### config.mk
export PLATFORM = sky130hd
export DESIGN_NAME = sos_cascade_ctrl
export DESIGN_NICKNAME = d
export VERILOG_FILES = /design/src/rtl/sos_cascade_ctrl.sv
export SDC_FILE = /design/constraint.sdc
export NUM_CORES = 1
export LEC_CHECK = 0
export CORE_MARGIN = 2
export CORE_UTILIZATION = 25
export CTS_CLUSTER_SIZE = 24
export DETAILED_ROUTE_END_ITERATION = 6
export DONT_BUFFER_PORTS = 1
export PLACE_DENSITY = 0.45
export SYNTH_ARGS = -nofsm -noshare
export SYNTH_HDL_FRONTEND = slang
export SYNTH_SLANG_ARGS = --single-unit
### constraint.sdc
create_clock -name clk -period 4.6 [get_ports clk]
set_input_delay 0.69 -clock clk [delete_from_list [all_inputs] [get_ports clk]]
set_output_delay 0.69 -clock clk [all_outputs]
set_load 0.02 [all_outputs]
### src/rtl/sos_cascade_ctrl.sv
// Sequencer for a cascade of biquad sections: a sample enters, is handed to each
// non-bypassed section in order, and the final result is presented on sample_out.
module sos_cascade_ctrl #(
    parameter int NUM_SECTIONS = 4,
    parameter int DATA_SIZE    = 24,
    parameter int TIMEOUT      = 15
) (
    input  logic                              clk,
    input  logic                              reset,
    input  logic [DATA_SIZE-1:0]              sample_in,
    input  logic                              sample_valid,
    input  logic [NUM_SECTIONS-1:0]           bypass,
    input  logic                              clear_err,
    output logic [NUM_SECTIONS-1:0]           sec_trig,
    input  logic [NUM_SECTIONS-1:0]           sec_done,
    output logic [NUM_SECTIONS*DATA_SIZE-1:0] sec_data_in,
    input  logic [NUM_SECTIONS*DATA_SIZE-1:0] sec_data_out,
    output logic [DATA_SIZE-1:0]              sample_out,
    output logic                              sample_out_valid,
    output logic                              busy,
    output logic                              overrun,
    output logic                              timeout_err
);

    // state | meaning
    // IDLE  | waiting for a sample
    // SEL   | pick next section, skip bypassed ones, or finish
    // TRIG  | start pulse to section idx, load its input register
    // WAIT  | wait for done of section idx, bounded by TIMEOUT
    // CAP   | take section idx result into acc
    // OUT   | present the cascade result for one cycle
    localparam logic [2:0] S_IDLE = 3'd0;
    localparam logic [2:0] S_SEL  = 3'd1;
    localparam logic [2:0] S_TRIG = 3'd2;
    localparam logic [2:0] S_WAIT = 3'd3;
    localparam logic [2:0] S_CAP  = 3'd4;
    localparam logic [2:0] S_OUT  = 3'd5;

    localparam int IDX_W = $clog2(NUM_SECTIONS + 1);
    localparam int CNT_W = $clog2(TIMEOUT + 1);

    logic [2:0]              state;
    logic [IDX_W-1:0]        idx;
    logic [CNT_W-1:0]        wait_cnt;
    logic [DATA_SIZE-1:0]    acc;
    logic [NUM_SECTIONS-1:0] bypass_q;
    logic [DATA_SIZE-1:0]    sec_data_q [NUM_SECTIONS];

    logic                    cur_bypass;
    logic                    cur_done;
    logic [DATA_SIZE-1:0]    cur_result;
    logic                    idx_end;
    logic                    timeout_hit;

    // Pick out the bypass, done and result belonging to section idx; drive its trigger
    always_comb begin
        cur_bypass = 1'b0;
        cur_done   = 1'b0;
        cur_result = '0;
        sec_trig   = '0;
        for (int i = 0; i < NUM_SECTIONS; i++) begin
            if (idx == IDX_W'(i)) begin
                cur_bypass  = bypass_q[i];
                cur_done    = sec_done[i];
                cur_result  = sec_data_out[i*DATA_SIZE +: DATA_SIZE];
                sec_trig[i] = (state == S_TRIG);
            end
        end
    end

    assign idx_end     = (idx == IDX_W'(NUM_SECTIONS));
    // The last counted wait cycle: the counter would reach TIMEOUT on this edge
    assign timeout_hit = (state == S_WAIT) && !cur_done && (wait_cnt == CNT_W'(TIMEOUT - 1));
    assign busy        = (state != S_IDLE);

    // Sequencer state, section index, wait counter, accumulator and result register
    always_ff @(posedge clk) begin
        if (reset) begin
            state            <= S_IDLE;
            idx              <= '0;
            wait_cnt         <= '0;
            acc              <= '0;
            bypass_q         <= '0;
            sample_out       <= '0;
            sample_out_valid <= 1'b0;
        end else begin
            sample_out_valid <= 1'b0;
            case (state)
                S_IDLE: begin
                    if (sample_valid) begin
                        acc      <= sample_in;
                        bypass_q <= bypass;
                        idx      <= '0;
                        state    <= S_SEL;
                    end
                end
                S_SEL: begin
                    if (idx_end) begin
                        sample_out       <= acc;
                        sample_out_valid <= 1'b1;
                        state            <= S_OUT;
                    end else if (cur_bypass) begin
                        idx <= idx + IDX_W'(1);
                    end else begin
                        state <= S_TRIG;
                    end
                end
                S_TRIG: begin
                    wait_cnt <= '0;
                    state    <= S_WAIT;
                end
                S_WAIT: begin
                    if (cur_done) begin
                        state <= S_CAP;
                    end else if (timeout_hit) begin
                        state <= S_IDLE;
                    end else begin
                        wait_cnt <= wait_cnt + CNT_W'(1);
                    end
                end
                S_CAP: begin
                    acc   <= cur_result;
                    idx   <= idx + IDX_W'(1);
                    state <= S_SEL;
                end
                S_OUT: begin
                    state <= S_IDLE;
                end
                default: begin
                    state <= S_IDLE;
                end
            endcase
        end
    end

    // Section input registers: each one loads only when its own section is triggered
    always_ff @(posedge clk) begin
        if (reset) begin
            for (int i = 0; i < NUM_SECTIONS; i++) begin
                sec_data_q[i] <= '0;
            end
        end else if (state == S_TRIG) begin
            for (int i = 0; i < NUM_SECTIONS; i++) begin
                if (idx == IDX_W'(i)) begin
                    sec_data_q[i] <= acc;
                end
            end
        end
    end

    for (genvar g = 0; g < NUM_SECTIONS; g++) begin : g_slice
        assign sec_data_in[g*DATA_SIZE +: DATA_SIZE] = sec_data_q[g];
    end

    // Sticky error flags; a new error event wins over a simultaneous clear
    always_ff @(posedge clk) begin
        if (reset) begin
            overrun     <= 1'b0;
            timeout_err <= 1'b0;
        end else begin
            if (sample_valid && (state != S_IDLE)) begin
                overrun <= 1'b1;
            end else if (clear_err) begin
                overrun <= 1'b0;
            end
            if (timeout_hit) begin
                timeout_err <= 1'b1;
            end else if (clear_err) begin
                timeout_err <= 1'b0;
            end
        end
    end

endmodule

==> impl_table.tex, run 1 <==
\begin{tabular}{lr}
\hline
Metric & Value \\
\hline
\multicolumn{2}{l}{\textbf{Worst setup path}} \\
Register-to-Register Setup Slack & 1.67 ns \\
Arrival time at the worst endpoint & 3.25 ns \\
Critical-path maximum fanout & 25 \\
Category of the critical setup timing path & reg -> reg \\
Crit path capture type & register \\
Type of origin of the critical path & register \\
Worst EP required & 4.92 ns \\
\multicolumn{2}{l}{\textbf{Floorplanning}} \\
CORE AREA & 27780 µm² \\
Die Span X & 172.1 µm \\
Die outline area & 29630 µm² \\
Effective utilization at floorplan & between 20\% and 30\% \\
Number of placement rows & around 60 \\
Chip Height & 172.1 µm \\
Top-Level Pins & 260 \\
\multicolumn{2}{l}{\textbf{Yosys}} \\
Syn Inst Count & 636 \\
Post-Synthesis Mean Instance Area & roughly 11 µm² \\
Synthesized net count & 775 \\
Flip-flop and latch count after synthesis & about 160 \\
Cell area after synthesis & 7067 µm² \\
Yosys cell types & 41 \\
Yosys warning total & 0 \\
Seq/Total Area, Yosys & 59.21\% \\
\multicolumn{2}{l}{\textbf{Routing}} \\
Post-detailed-route via-to-cell ratio & between 5 and 6 \\
Iteration-0 DRC Markers & 293 \\
Wirelength per Cell & approximately 23 µm \\
DRC & 0 \\
First-pass detailed-route iteration total & 5 \\
Number of vias after detailed routing & 4985 \\
Final Routed Wirelength & 23330 µm \\
Number of nets still failing antenna checks after routing & 0 \\
\multicolumn{2}{l}{\textbf{Finish}} \\
Layout cell share with drive strength beyond 1 & 8.266\% \\
Layout Nets & 743 \\
Fill cells & 2918 \\
Area added between synthesis and finish & 12.39\% \\
\multicolumn{2}{l}{\textbf{Global route}} \\
Total Routing Usage GR & 15.49\% \\
Via count of the first global-routing pass & 4810 \\
Largest net degree at the start of global routing & 73 \\
Remaining global-route overflow & 0 \\
Global-route wire length before repair & 32560 µm \\
Initial antenna violation count & 2 \\
\multicolumn{2}{l}{\textbf{Flow run}} \\
Max-cap viol count & 0 \\
\multicolumn{2}{l}{\textbf{Placement}} \\
Final GP Congestion & 0.8327 \\
Port Buffer Count & 0 \\
Total half-perimeter wirelength after legalization and detailed placement & 16340 µm \\
\multicolumn{2}{l}{\textbf{Clocking}} \\
TritonCTS Buffers & 17 \\
Count of cells resized by post-cts repair & 0 \\
Maximum number of buffers from clock root to sink & 2 \\
Clock input transition at the sequential cells of the worst setup and hold paths & about 0.060 ns \\
Buffers inserted by post-CTS timing repair & 0 \\
Buffer type at the clock tree root & clkbuf\_16 \\
TritonCTS clock tree & yes \\
Hold\_buf cts & 0 \\
TritonCTS Sinks & approximately 160 \\
Later-pin clock latency in the skew report & approximately 0.45 ns \\
Total number of H-tree levels & 4 \\
\multicolumn{2}{l}{\textbf{Power}} \\
Peak VDD IR & 0.1684 mV \\
Static Leak & 3.090 nW \\
Pwr/cell area & 454.0 nW/µm² \\
\multicolumn{2}{l}{\textbf{STA}} \\
Final-report hold violation count & 0 \\
Total negative slack & 0 ns \\
Fraction of the cycle the final worst path needs & between 60\% and 70\% \\
Peak clock frequency supported by timing & 341.4 MHz \\
Max-slew violation total from the final report & 0 \\
Worst Skew & 0.04339 ns \\
Slew at the pin with the worst max-slew slack & 1.170 ns \\
Final setup violation count & 0 \\
Normalized max-slew margin & 21.79\% \\
Final-layout worst hold slack & 0.3181 ns \\
Setup repair after global routing missed its margin & no \\
Final min period & 2.929 ns \\
\multicolumn{2}{l}{\textbf{Min path}} \\
Class of the tightest hold or removal check & in -> reg \\
\multicolumn{2}{l}{\textbf{Status}} \\
Status & complete, no violations \\
\hline
\end{tabular}
==> per-layer routing <==
metal | up-vias | track usage, % | wire length (µm)
met3 | 23 | 3.593 | 1410
met2 | 227 | 25.77 | 11410
met5 | - | 0 | 0
met4 | 0 | 5.554 | 467
li1 | 2278 | - | -
met1 | 2457 | 19.66 | 10050
==> power by group <==
part | internal (mW) | switching [mW] | total, mW
clock | 0.838 | 0.588 | 1.43
combinational | 0.133 | 0.256 | 0.389
sequential | 1.62 | 0.172 | 1.79
==> sequential cells by signal, summed over array words and instances (netlist names), 3 cells and up <==
name	count
sec_data_q	96
acc	24
sample_out	24
bypass_q	4
wait_cnt	4
idx	3
state	3
==> critical path: stages, from the launching register on <==
cell	delay, ns
dfxtp_1	0.62
inv_1	0.19
ha_1	0.28
nor2_4	0.58
a22o_1	0.26
nand3_1	0.10
a211oi_2	0.40
mux2_1	0.37
==> kinds of logic after synthesis <==
kind of cell	Yosys count	share of synthesized area [%]
and+or+nand+nor	232	17.24
buffers and inverters	66	4.125
DFF	161	59.21
xor gates and xnor gates	2	0.2479
adders and majority gates	7	1.239
muxes	33	4.727
AOI/OAI and AO/OA	135	13.21
==> cells in the mapped netlist <==
| cell | instances | area, µm² |
|---|---|---|
| edfxtp_1 | 96 | 2883 |
| nand2_1 | 80 | 300.3 |
| and3_1 | 77 | 481.7 |
| dfxtp_1 | 65 | 1301 |
| clkbuf_1 | 40 | 150.1 |
| mux2i_1 | 30 | 300.3 |
| a21oi_1 | 29 | 145.1 |
| a211oi_1 | 26 | 195.2 |
| a22oi_1 | 26 | 195.2 |
| a221oi_1 | 24 | 210.2 |
| and2_1 | 24 | 150.1 |
| nor2_1 | 20 | 75.07 |
| o21ai_1 | 14 | 70.07 |
| o21ai_0 | 12 | 60.06 |
| buf_2 | 11 | 55.05 |
| ha_1 | 7 | 87.58 |
| inv_1 | 7 | 26.28 |
| nor3_1 | 5 | 25.02 |
| buf_4 | 4 | 30.03 |
| nand2b_1 | 4 | 25.02 |
| nor2b_1 | 4 | 25.02 |
| mux2_1 | 3 | 33.78 |
| nand3_1 | 3 | 15.01 |
| or2_2 | 3 | 18.77 |
| buf_1 | 2 | 7.510 |
| buf_6 | 2 | 22.52 |
| nor2_2 | 2 | 12.51 |
| or3_1 | 2 | 12.51 |
| xnor2_1 | 2 | 17.52 |
| a2111oi_4 | 1 | 27.53 |
| a211oi_2 | 1 | 12.51 |
| a22o_1 | 1 | 8.760 |
| a32oi_1 | 1 | 8.760 |
| and2_0 | 1 | 6.260 |
| nand3b_1 | 1 | 7.510 |
| nand3b_4 | 1 | 20.02 |
| nand4b_1 | 1 | 8.760 |
| nor2_4 | 1 | 11.26 |
| nor3_2 | 1 | 10.01 |
| nor3b_1 | 1 | 7.510 |
| nor4_1 | 1 | 6.260 |
==> final cells by class <==
type / count / area (µm²) / area share [%]
Clock inverter: 8 / 75.07 / 0.9452
Antenna cell: 1 / 2.502 / 0.03151
Multi-Input combinational cell: 409 / 2608 / 32.83
Inverter: 7 / 26.28 / 0.3308
Timing Repair Buffer: 8 / 60.06 / 0.7561
Tap cell: 378 / 473.0 / 5.955
Clock buffer: 24 / 514.2 / 6.474
Sequential cell: 161 / 4184 / 52.68
==> worst paths after layout <==
kind                     from        endpoint  cells past startpoint
setup / recovery       idx[2]          idx[2]                      7
hold reg to reg   bypass_q[2]     bypass_q[2]                      2
hold / removal          reset  sample_out[19]                      1
setup reg to reg       idx[2]          idx[2]                      7
==> stage by stage <==
| stage | cell area (µm²) | utilization [%] | std cells | power (mW) | setup WS, ns |
|---|---|---|---|---|---|
| floorplan | 7067 | - | 636 | 2.068 | 2.353 |
| global placement | 7351 | 26.46 | 963 | 2.206 | 1.825 |
| detailed placement | 7351 | 26.46 | 963 | 2.221 | 1.717 |
| CTS | 7940 | 28.58 | 995 | 3.646 | 1.695 |
| global route | 7940 | 28.58 | 995 | 3.744 | 1.507 |
| finish | 7943 | 28.59 | 996 | 3.606 | 1.671 |
==> cell usage in the layout (no fill, tap or decap), types with 2 or more instances in the layout <==
cell,count
mux2_1,3
clkbuf_16,19
xnor2_1,2
nor3_1,5
nor2_2,2
and2_1,24
nand2b_1,4
clkbuf_1,3
nor2_1,20
o21ai_0,12
and3_1,77
a211oi_1,26
a21oi_1,29
edfxtp_1,96
or3_1,2
nand2_1,79
o21ai_1,14
dfxtp_1,65
ha_2,2
mux2i_1,30
a221oi_1,24
a22oi_1,26
clkbuf_8,2
or2_2,3
nand3_1,3
nor2b_1,3
buf_4,8
inv_1,7
clkinv_2,4
ha_1,5
Note: power is estimated with default switching activity, not from simulation.
==> run 2, diff against run 1 <==
--- a/config.mk
+++ b/config.mk
@@ -10,7 +10,7 @@
 export CTS_CLUSTER_SIZE = 24
 export DETAILED_ROUTE_END_ITERATION = 6
 export DONT_BUFFER_PORTS = 1
-export PLACE_DENSITY = 0.45
+export PLACE_DENSITY = 0.47
 export SYNTH_ARGS = -nofsm -noshare
 export SYNTH_HDL_FRONTEND = slang
 export SYNTH_SLANG_ARGS = --single-unit
==> constraint.sdc (replaced) <==
create_clock -name clk -period 2.6 [get_ports clk]
set_input_delay 0.39 -clock clk [delete_from_list [all_inputs] [get_ports clk]]
set_output_delay 0.39 -clock clk [all_outputs]
set_load 0.02 [all_outputs]
==> run 2 against run 1 <==
- clock-buffer cell count shrank 6
- critical path depth shrank 1
- die area is the same
- cell count grew 2.7%
- combinational power grew 88%
- utilization grew 0.61 points
- sequential share of layout area shrank 1.1 points
- final area grew 2.1%
- sequential cell count is the same
- worst setup slack lost 1.5 ns
- clock power grew 74%
- via count shrank 0.28%
- largest cell class unchanged
- highest routed layer is now met5
==> impl_table.tex, run 2 (synthesis gave the netlist of run 1 again) <==
\begin{tabular}{lr}
\hline
Metric & Value \\
\hline
\multicolumn{2}{l}{\textbf{Routing}} \\
DRC & 0 (unchanged) \\
Iteration-0 DRC Markers & 321 (was 293) \\
Wirelength per Cell & 22.76 µm (was 23.43 µm) \\
Number of vias after detailed routing & 4971 (was 4985) \\
Post-detailed-route via-to-cell ratio & 4.859 (was 5.005) \\
First-pass detailed-route iteration total & 5 (unchanged) \\
Final Routed Wirelength & 23290 µm (was 23330 µm) \\
Number of nets still failing antenna checks after routing & 0 (unchanged) \\
\multicolumn{2}{l}{\textbf{Min path}} \\
Class of the tightest hold or removal check & in -> reg (unchanged) \\
End point of the most critical hold path & bypass\_q[1] (was sample\_out[19]) \\
Cell depth of the worst min-delay path & 1 (unchanged) \\
HP Start & reset (unchanged) \\
\multicolumn{2}{l}{\textbf{Floorplanning}} \\
Effective utilization at floorplan & 25.44\% (unchanged) \\
Number of placement rows & 61 (unchanged) \\
CORE AREA & 27780 µm² (unchanged) \\
Die outline area & 29630 µm² (unchanged) \\
Die Span X & 172.1 µm (unchanged) \\
Top-Level Pins & 260 (unchanged) \\
Chip Height & 172.1 µm (unchanged) \\
\multicolumn{2}{l}{\textbf{Global route}} \\
Largest net degree at the start of global routing & 73 (unchanged) \\
Total Routing Usage GR & 15.37\% (was 15.49\%) \\
Via count of the first global-routing pass & 4805 (was 4810) \\
Most Used Layer, Global Route & met2 (unchanged) \\
Initial antenna violation count & 4 (was 2) \\
Global-route met1 utilization & 19.45\% (was 19.66\%) \\
Global-route wire length before repair & 32590 µm (was 32560 µm) \\
Met3 demand-to-capacity share in global routing & 4.051\% (was 3.593\%) \\
Met2 usage & 25.55\% (was 25.77\%) \\
Remaining global-route overflow & 0 (unchanged) \\
\multicolumn{2}{l}{\textbf{Power}} \\
Power after layout & 6.391 mW (was 3.606 mW) \\
Pwr/cell area & 787.9 nW/µm² (was 454.0 nW/µm²) \\
Peak VDD IR & 0.3220 mV (was 0.1684 mV) \\
Static Leak & 3.177 nW (was 3.090 nW) \\
\multicolumn{2}{l}{\textbf{Worst setup path}} \\
Arrival time at the worst endpoint & 2.06 ns (was 3.25 ns) \\
Worst EP required & 2.21 ns (was 4.92 ns) \\
Register-to-Register Setup Slack & 0.35 ns (was 1.67 ns) \\
Startpoint of the lowest-slack register-to-register path & idx[0] (was idx[2]) \\
Destination of the worst register-to-register timing path & acc[12] (was idx[2]) \\
Category of the critical setup timing path & reg -> out (was reg -> reg) \\
Crit path capture type & output port (was register) \\
Critical-path maximum fanout & 10 (was 25) \\
Worst Reg-to-Reg Cells & 6 (was 7) \\
Type of origin of the critical path & register (unchanged) \\
\multicolumn{2}{l}{\textbf{STA}} \\
Final min period & 2.453 ns \\
Slew at the pin with the worst max-slew slack & 0.6305 ns (was 1.170 ns) \\
Max-slew violation total from the final report & 0 (unchanged) \\
Peak clock frequency supported by timing & around 410 MHz \\
Final setup violation count & 0 (unchanged) \\
Normalized max-slew margin & 57.97\% (was 21.79\%) \\
Final-report hold violation count & 0 (unchanged) \\
Total negative slack & 0 ns (unchanged) \\
Fraction of the cycle the final worst path needs & between 90\% and 100\% \\
Setup repair after global routing missed its margin & no (unchanged) \\
Worst Skew & 0.02041 ns (was 0.04339 ns) \\
\multicolumn{2}{l}{\textbf{Placement}} \\
Total half-perimeter wirelength after legalization and detailed placement & 16680 µm (was 16340 µm) \\
Port Buffer Count & 0 (unchanged) \\
Final GP Congestion & 0.8329 (was 0.8327) \\
Area after detailed placement & 7521 µm² (was 7351 µm²) \\
\multicolumn{2}{l}{\textbf{Finish}} \\
Fraction of the core area covered by cells at the end of the flow & 29.20\% (was 28.59\%) \\
Area added between synthesis and finish & 14.78\% (was 12.39\%) \\
Number of flip-flops in the largest register & 96 (unchanged) \\
Layout cell share with drive strength beyond 1 & 11.60\% (was 8.266\%) \\
Commonest cells after routing, fill and taps aside & 96 x edfxtp\_1, 79 x nand2\_1, 77 x and3\_1, 65 x dfxtp\_1, 30 x mux2i\_1 (unchanged) \\
Top reg by flops & sec\_data\_q (unchanged) \\
Fill cells & 2878 (was 2918) \\
Design Area, Final & 8112 µm² (was 7943 µm²) \\
Top Registers & sec\_data\_q (96), acc (24), sample\_out (24) (unchanged) \\
Layout Nets & 764 (was 743) \\
Most common library cell in the layout ignoring fill and taps & edfxtp\_1 (unchanged) \\
\multicolumn{2}{l}{\textbf{Clocking}} \\
Buffer type at the clock tree root & clkbuf\_16 (unchanged) \\
Buffers inserted by post-CTS timing repair & 0 (unchanged) \\
TritonCTS Buffers & 17 (unchanged) \\
Maximum number of buffers from clock root to sink & 2 (unchanged) \\
TritonCTS clock tree & yes (unchanged) \\
TritonCTS Sinks & 161 (unchanged) \\
Later-pin clock latency in the skew report & 0.42 ns (was 0.45 ns) \\
Hold\_buf cts & 0 (unchanged) \\
Count of cells resized by post-cts repair & 0 (unchanged) \\
Total number of H-tree levels & 4 (unchanged) \\
Clock input transition at the sequential cells of the worst setup and hold paths & 0.08 ns (was 0.06 ns) \\
\multicolumn{2}{l}{\textbf{Flow run}} \\
Max-cap viol count & 0 (unchanged) \\
\multicolumn{2}{l}{\textbf{Status}} \\
Status & complete, no violations (unchanged) \\
\hline
\end{tabular}
## run 2: worst max-delay path: stages, from the launching register on
cell and delay (ns):
dfxtp_1 0.39, ha_1 0.17, ha_1 0.38, buf_4 0.27
nand2_1 0.16, inv_1 0.12, buf_4 0.15
## run 2: layout make-up
| cell class | count | area [µm²] | area share [%] |
|---|---|---|---|
| timing repair buffer | 29 | 230.2 | 2.838 |
| tap | 378 | 473.0 | 5.831 |
| clock buffer | 18 | 429.2 | 5.291 |
| clock inverter | 14 | 143.9 | 1.774 |
| sequential | 161 | 4184 | 51.58 |
| inverter | 7 | 26.28 | 0.3239 |
| antenna | 7 | 17.52 | 0.2159 |
| multi-input combinational | 409 | 2608 | 32.15 |
## run 2: how the worst max path moves through the flow
stage                     startpoint                to  depth (start not counted)
after floorplan               idx[0]  sec_data_q[2][0]                          6
after global placement        idx[1]  sec_data_q[1][9]                          6
after detailed placement      idx[0]           acc[12]                          6
after CTS                     idx[1]       sec_trig[3]                          6
after global routing          idx[1]       sec_trig[3]                          6
final                         idx[0]       sec_trig[3]                          6
## run 2: layer usage
| metal | share of wire, % | vias to the layer above |
|---|---|---|
| met2 | 49 | 226 |
| met4 | 1.7 | 2 |
| met3 | 5.9 | 22 |
| met1 | 44 | 2393 |
| met5 | 0.039 | - |
| li1 | - | 2328 |
## run 2: stage by stage
stage	cells	hold slack (ns)	setup WS [ns]
2_1_floorplan	636	0.4543	0.4966
3_3_place_gp	984	0.4688	0.4455
3_5_place_dp	984	0.4726	0.3156
4_1_cts	1016	0.01863	0.1296
5_1_grt	1017	0.008459	0.02387
6_report	1023	0.02541	0.1468
## run 2: power by group
part           leakage [nW]  switching (mW)  internal, mW
registers              1.52           0.304          2.86
logic                  1.38           0.460         0.272
clock network         0.270            1.14          1.35
total                  3.18            1.90          4.49
